[config.mk]
export PLATFORM = sky130hd
export DESIGN_NAME = pkt_buffer_scheduler
export DESIGN_NICKNAME = d
export VERILOG_FILES = /design/src/rtl/pkt_buffer_scheduler.sv
export SDC_FILE = /design/constraint.sdc
export NUM_CORES = 1
export LEC_CHECK = 0
export CAP_MARGIN = 10
export CORE_AREA = 2 2 115 117
export CTS_CLUSTER_SIZE = 20
export DETAILED_ROUTE_END_ITERATION = 6
export DIE_AREA = 0 0 117 119
export PLACE_DENSITY = 0.7
export REMOVE_ABC_BUFFERS = 1
export SYNTH_ARGS = -nofsm -noshare
export SYNTH_HDL_FRONTEND = slang
export SYNTH_SLANG_ARGS = --single-unit
export TNS_END_PERCENT = 10
[constraint.sdc]
create_clock -name clk -period 2.62 [get_ports clk]
set_clock_uncertainty 0.2 [all_clocks]
set_input_delay 0.262 -clock clk [delete_from_list [all_inputs] [get_ports clk]]
set_output_delay 0.262 -clock clk [all_outputs]
set_load 0.05 [all_outputs]
[src/rtl/pkt_buffer_scheduler.sv]
// pkt_buffer_scheduler: packet-granular ingress arbiter and dequeue read sequencer for a shared buffer free-list manager
// Ports:
//   clk, rst                 clock and synchronous active-high reset
//   s_req_valid/last/ready   per-port ingress word handshake (NUM_PORTS wide)
//   m_wr_sel, m_wr_addr      granted port index and buffer write address
//   am_*                     free-list manager strobes, read start address and status
//   m_desc_*                 one-cycle enqueue descriptor {addr, len, port}
//   s_deq_valid/addr/len     dequeue command {start address, length}, s_deq_ready accepts
//   m_rd_valid/addr/last     per-word buffer read-address stream
//   m_stat_wr_pkts/rd_pkts   packet counters, live only with PKT_BUFFER_SCHEDULER_STATS_EN
module pkt_buffer_scheduler #(
    parameter int NUM_PORTS      = 4,
    parameter int PORT_IDX_WIDTH = 2,
    parameter int ADDR_WIDTH     = 12,
    parameter int LEN_WIDTH      = 8,
    parameter int MAX_PKT_WORDS  = 32
) (
    input  logic                      clk,
    input  logic                      rst,
    input  logic [NUM_PORTS-1:0]      s_req_valid,
    input  logic [NUM_PORTS-1:0]      s_req_last,
    output logic [NUM_PORTS-1:0]      s_req_ready,
    output logic [PORT_IDX_WIDTH-1:0] m_wr_sel,
    output logic [ADDR_WIDTH-1:0]     m_wr_addr,
    output logic                      am_wr_en,
    output logic                      am_rd_en,
    output logic                      am_first_word_en,
    output logic [ADDR_WIDTH-1:0]     am_rd_addr,
    input  logic [ADDR_WIDTH-1:0]     am_fl_head,
    input  logic [ADDR_WIDTH-1:0]     am_rd_next_addr,
    input  logic                      am_almost_full,
    input  logic                      am_is_empty,
    output logic                      m_desc_valid,
    output logic [ADDR_WIDTH-1:0]     m_desc_addr,
    output logic [LEN_WIDTH-1:0]      m_desc_len,
    output logic [PORT_IDX_WIDTH-1:0] m_desc_port,
    input  logic                      s_deq_valid,
    input  logic [ADDR_WIDTH-1:0]     s_deq_addr,
    input  logic [LEN_WIDTH-1:0]      s_deq_len,
    output logic                      s_deq_ready,
    output logic                      m_rd_valid,
    output logic [ADDR_WIDTH-1:0]     m_rd_addr,
    output logic                      m_rd_last,
    output logic [31:0]               m_stat_wr_pkts,
    output logic [31:0]               m_stat_rd_pkts
);
    typedef enum logic {W_IDLE, W_PKT} w_state_t;
    typedef enum logic [1:0] {R_IDLE, R_FIRST, R_LINK, R_BODY} r_state_t;
    w_state_t w_state, w_next;
    r_state_t r_state, r_next;
    logic [PORT_IDX_WIDTH-1:0] grant, rr_ptr, pick;
    logic [LEN_WIDTH-1:0]      len_cnt, len_inc, remaining;
    logic [ADDR_WIDTH-1:0]     pkt_addr, rd_addr_q;
    logic                      accept;
    // Scan from farthest to nearest so the nearest valid port after rr_ptr wins.
    always_comb begin
        pick = rr_ptr;
        for (int i = NUM_PORTS; i >= 1; i--)
            if (s_req_valid[(int'(rr_ptr) + i) % NUM_PORTS])
                pick = PORT_IDX_WIDTH'((int'(rr_ptr) + i) % NUM_PORTS);
    end
    assign len_inc   = (len_cnt == '1) ? len_cnt : len_cnt + 1'b1;
    assign m_wr_sel  = grant;
    assign m_wr_addr = am_fl_head;
    assign am_wr_en  = accept;
    always_comb begin
        w_next      = w_state;
        s_req_ready = '0;
        accept      = 1'b0;
        case (w_state)
            W_IDLE: if (|s_req_valid && !am_almost_full) w_next = W_PKT;
            W_PKT: begin
                s_req_ready[grant] = s_req_valid[grant];
                accept             = s_req_valid[grant];
                if (accept && s_req_last[grant]) w_next = W_IDLE;
            end
            default: w_next = W_IDLE;
        endcase
    end
    always_ff @(posedge clk) w_state <= rst ? W_IDLE : w_next;
    always_ff @(posedge clk) begin
        if (rst) begin
            grant        <= '0;
            rr_ptr       <= PORT_IDX_WIDTH'(NUM_PORTS - 1);
            len_cnt      <= '0;
            pkt_addr     <= '0;
            m_desc_valid <= 1'b0;
            m_desc_addr  <= '0;
            m_desc_len   <= '0;
            m_desc_port  <= '0;
        end else begin
            m_desc_valid <= 1'b0;
            if (w_state == W_IDLE && w_next == W_PKT) begin
                grant   <= pick;
                rr_ptr  <= pick;
                len_cnt <= '0;
            end
            if (accept) begin
                len_cnt <= len_inc;
                // len_cnt is zero only before the first word (it saturates, never wraps).
                if (len_cnt == '0) pkt_addr <= am_fl_head;
                if (s_req_last[grant]) begin
                    m_desc_valid <= 1'b1;
                    m_desc_addr  <= (len_cnt == '0) ? am_fl_head : pkt_addr;
                    m_desc_len   <= len_inc;
                    m_desc_port  <= grant;
                end
            end
        end
    end
    assign am_rd_addr = rd_addr_q;
    always_comb begin
        r_next           = r_state;
        s_deq_ready      = 1'b0;
        am_rd_en         = 1'b0;
        am_first_word_en = 1'b0;
        m_rd_valid       = 1'b0;
        m_rd_addr        = '0;
        m_rd_last        = 1'b0;
        case (r_state)
            R_IDLE: begin
                s_deq_ready = !am_is_empty;
                if (s_deq_valid && !am_is_empty) r_next = R_FIRST;
            end
            R_FIRST: begin
                am_first_word_en = 1'b1;
                am_rd_en         = 1'b1;
                m_rd_valid       = 1'b1;
                m_rd_addr        = rd_addr_q;
                m_rd_last        = remaining == '0;
                r_next           = R_LINK;
            end
            // Bubble while the manager resolves the link to the second word.
            R_LINK: r_next = (remaining != '0) ? R_BODY : R_IDLE;
            R_BODY: begin
                am_rd_en   = 1'b1;
                m_rd_valid = 1'b1;
                m_rd_addr  = am_rd_next_addr;
                m_rd_last  = remaining == LEN_WIDTH'(1);
                r_next     = m_rd_last ? R_IDLE : R_BODY;
            end
            default: r_next = R_IDLE;
        endcase
    end
    always_ff @(posedge clk) r_state <= rst ? R_IDLE : r_next;
    always_ff @(posedge clk) begin
        if (rst) begin
            rd_addr_q <= '0;
            remaining <= '0;
        end else if (r_state == R_IDLE && r_next == R_FIRST) begin
            rd_addr_q <= s_deq_addr;
            // Zero length is treated as one word, so nothing remains after the first.
            remaining <= (s_deq_len == '0) ? '0 : s_deq_len - 1'b1;
        end else if (r_state == R_BODY) begin
            remaining <= remaining - 1'b1;
        end
    end
`ifdef PKT_BUFFER_SCHEDULER_STATS_EN
    always_ff @(posedge clk) begin
        if (rst) begin
            m_stat_wr_pkts <= '0;
            m_stat_rd_pkts <= '0;
        end else begin
            if (m_desc_valid) m_stat_wr_pkts <= m_stat_wr_pkts + 1'b1;
            if (m_rd_last) m_stat_rd_pkts <= m_stat_rd_pkts + 1'b1;
        end
    end
`else
    assign m_stat_wr_pkts = '0;
    assign m_stat_rd_pkts = '0;
`endif
endmodule

==> impl_metrics.csv <==
group,metric,value,unit
finish,diodes,0,
yosys,netlist_instances,506,
route,post_drt_wl_per_cell,13.42,µm
pwr,power_density,565.4,mW/mm²
grt,grtUsageTotal,14.77,%
floorplan,die_height,119,µm
floorplan,ios,192,
timing,max_freq,405.6,MHz
floorplan,core_area,0.01287,mm²
clock_tree,cts_tree,"done",
route,drtIter0Drc,185,
grt,gr-total-overflow,0,
yosys,ys_warn_count,0,
worst_setup_path,worstReg2RegEnd,"len_cnt[3]$_SDFFE_PP0P_",
timing,slew_violations,0,
placed_design,port_buffers,127,
worst_setup_path,regToRegStartpoint,"len_cnt[0]$_SDFFE_PP0P_",
finish,drive_gt1_share,10.29,%
floorplan,start_util,33.64,%
finish,fin_nets,671,
yosys,synthFlopType,"dfxtp_1",
yosys,synth.distinct_cells,65,
finish,final_cell_mix,"108 x clkdlybuf4s50_1, 69 x dfxtp_1, 64 x conb_1",
clock_tree,postCtsResizedCells,1,
route,drt-vias-per-instance,4.836,
yosys,synth.avg_cell_area,8.561,µm²
clock_tree,cts.sinks,70,
finish,syn2layout_area_growth,32.50,%
worst_setup_path,cp-end-kind,"output pin",
route,wl,10.57,mm
clock_tree,h-tree-depth,3,
min_path,min_to,"pkt_addr[2]$_SDFFE_PP0P_",
floorplan,fp.dieW,117,µm
timing,fin_setup_tns,0,ps
grt,grt_max_degree,27,
timing,rsz0062_at_grt,"no",
route,detail_route.first_pass.iterations,4,
worst_setup_path,cp-start-kind,"register",
yosys,synth_top_area_cell,"dfxtp_1",
yosys,synth_area_leaders,"dfxtp_1 32%, buf_4 14%, mux2i_1 7.2%",
timing,fin_crit_sh,94.10,%
worst_setup_path,required,2160,ps
timing,maxSlewHeadroom,49.74,%
clock_tree,path_clk_slew,60,ps
yosys,synth-async-reset-ratio,0,%
min_path,min_path_type,"primary input to register",
min_path,hold_depth,2,
floorplan,die-area,0.01392,mm²
finish,final_common_cell,"clkdlybuf4s50_1",
worst_setup_path,arrival,2000,ps
pwr,vdd_drop_max,0.3655,mV
min_path,hp-start,"rst",
floorplan,rows,42,
grt,antenna_found_initial,0,
worst_setup_path,critPathMaxFanout,18,
timing,finalHoldViolations,0,
route,drc_errors,0,
route,vias,3811,
grt,grt_pass1_wl,16.70,mm
yosys,yosys.area.top_type_share,32.35,%
placed_design,gp_congestion,0.8789,
grt,grt_pass1_vias,3512,
worst_setup_path,crit_type,"register to output pin",
clock_tree,clock_latency,330,ps
placed_design,dp.cells,772,
timing,min_period,2465,ps
yosys,synth-seq-cells,70,
finish,final_cells,788,
worst_setup_path,r2r_slack,330,ps
clock_tree,cts_hold_buf,0,
job,drv_cap,0,
clock_tree,numCtsBuffers,9,
clock_tree,cts_setup_buffers,0,
timing,finalSetupViolCount,0,
outcome,status,"completed",
yosys,syn_area,0.004332,mm²
route,postRouteAntennaNets,0,
yosys,yosysSeqAreaShare,32.35,%
pwr,leakagePower,2.163,nW
timing,worst_pin_slew,752.9,ps
clock_tree,cts_root_buffer,"clkbuf_16",
placed_design,hpwl,7.831,mm
yosys,synth-edff-count,0,
clock_tree,clockBufferDepth,2,
worst_setup_path,rr_worst_depth,5,
-- how the worst max path moves through the flow --
stage,startpoint,end
2_1_floorplan,r_state[0]$_SDFF_PP0_,m_rd_last
3_3_place_gp,s_deq_len[1],remaining[6]$_SDFFE_PP0P_
3_5_place_dp,s_deq_len[1],remaining[6]$_SDFFE_PP0P_
4_1_cts,r_state[1]$_SDFF_PP0_,s_deq_ready
5_1_grt,r_state[1]$_SDFF_PP0_,s_deq_ready
6_report,r_state[1]$_SDFF_PP0_,s_deq_ready
-- layer usage --
layer | up-vias | GRT usage [%] | wire length (µm)
li1 | 1871 | - | -
met1 | 1785 | 16.87 | 4309
met2 | 138 | 26.66 | 5491
met3 | 17 | 3.919 | 623
met4 | 0 | 4.118 | 148
met5 | - | 0 | 0
-- final cells by class --
cell class / count / area, µm²
well taps: 176 / 220.2
clock inverters: 6 / 46.29
clock buffers: 10 / 229.0
flip-flops and latches: 70 / 1403
fillers: 1233 / 7136
inverters: 12 / 47.55
repair buffers: 137 / 1459
multi-input cells: 377 / 2335
-- worst max-delay path: stages, from the launching register on --
cell and delay, ps:
dfxtp_1 550, nor3_1 290, clkdlybuf4s50_1 840
-- power breakdown --
group	leakage [nW]	internal, mW	total [mW]	switching (mW)
sequential	0.569	1.12	1.18	0.0657
combinational	1.46	0.312	0.929	0.618
clock	0.129	0.647	1.13	0.483
total	2.16	2.08	3.24	1.17
-- per-stage QoR --
stage	hold slack [ps]	setup slack, ps	cell area, µm²	util [%]	power, mW
floorplan	124.4	-316.7	3777	-	1.790
global placement	250.3	234.1	5463	42.43	2.122
detailed placement	245.3	147.8	5463	42.43	2.138
CTS	202.8	96.91	5739	44.58	3.286
global route	222.6	27.92	5739	44.58	3.399
finish	222.5	154.6	5739	44.58	3.245
-- cell usage after synthesis (all sizes together), types with 11 or more instances --
master and number:
nor2b 13, dfxtp 70, nand3 23, o21ai 21
nand2 39, mux2i 31, clkbuf 11, nor2 11
a21oi 47, buf 99, o2bb2ai 16, nor3 19
inv 11
-- registers in the layout, indices dropped and copies added, names as in the netlist, 8 cells and up --
signal / count
remaining: 8
am_rd_addr: 12
m_desc_addr: 12
m_desc_len: 8
pkt_addr: 12
len_cnt: 8
-- logic make-up after synthesis --
kind of cell	after synthesis	share of synthesized area [%]
AND/OR/NAND/NOR	141	17.53
AO/OA/AOI/OAI	127	19.70
buffers and inverters	122	19.35
flip-flops	70	32.35
multiplexers	33	7.943
adder cells (fa/ha/maj)	7	2.022
XOR/XNOR	5	1.011
other	1	0.08657
Power figures use the tool's default switching activity.
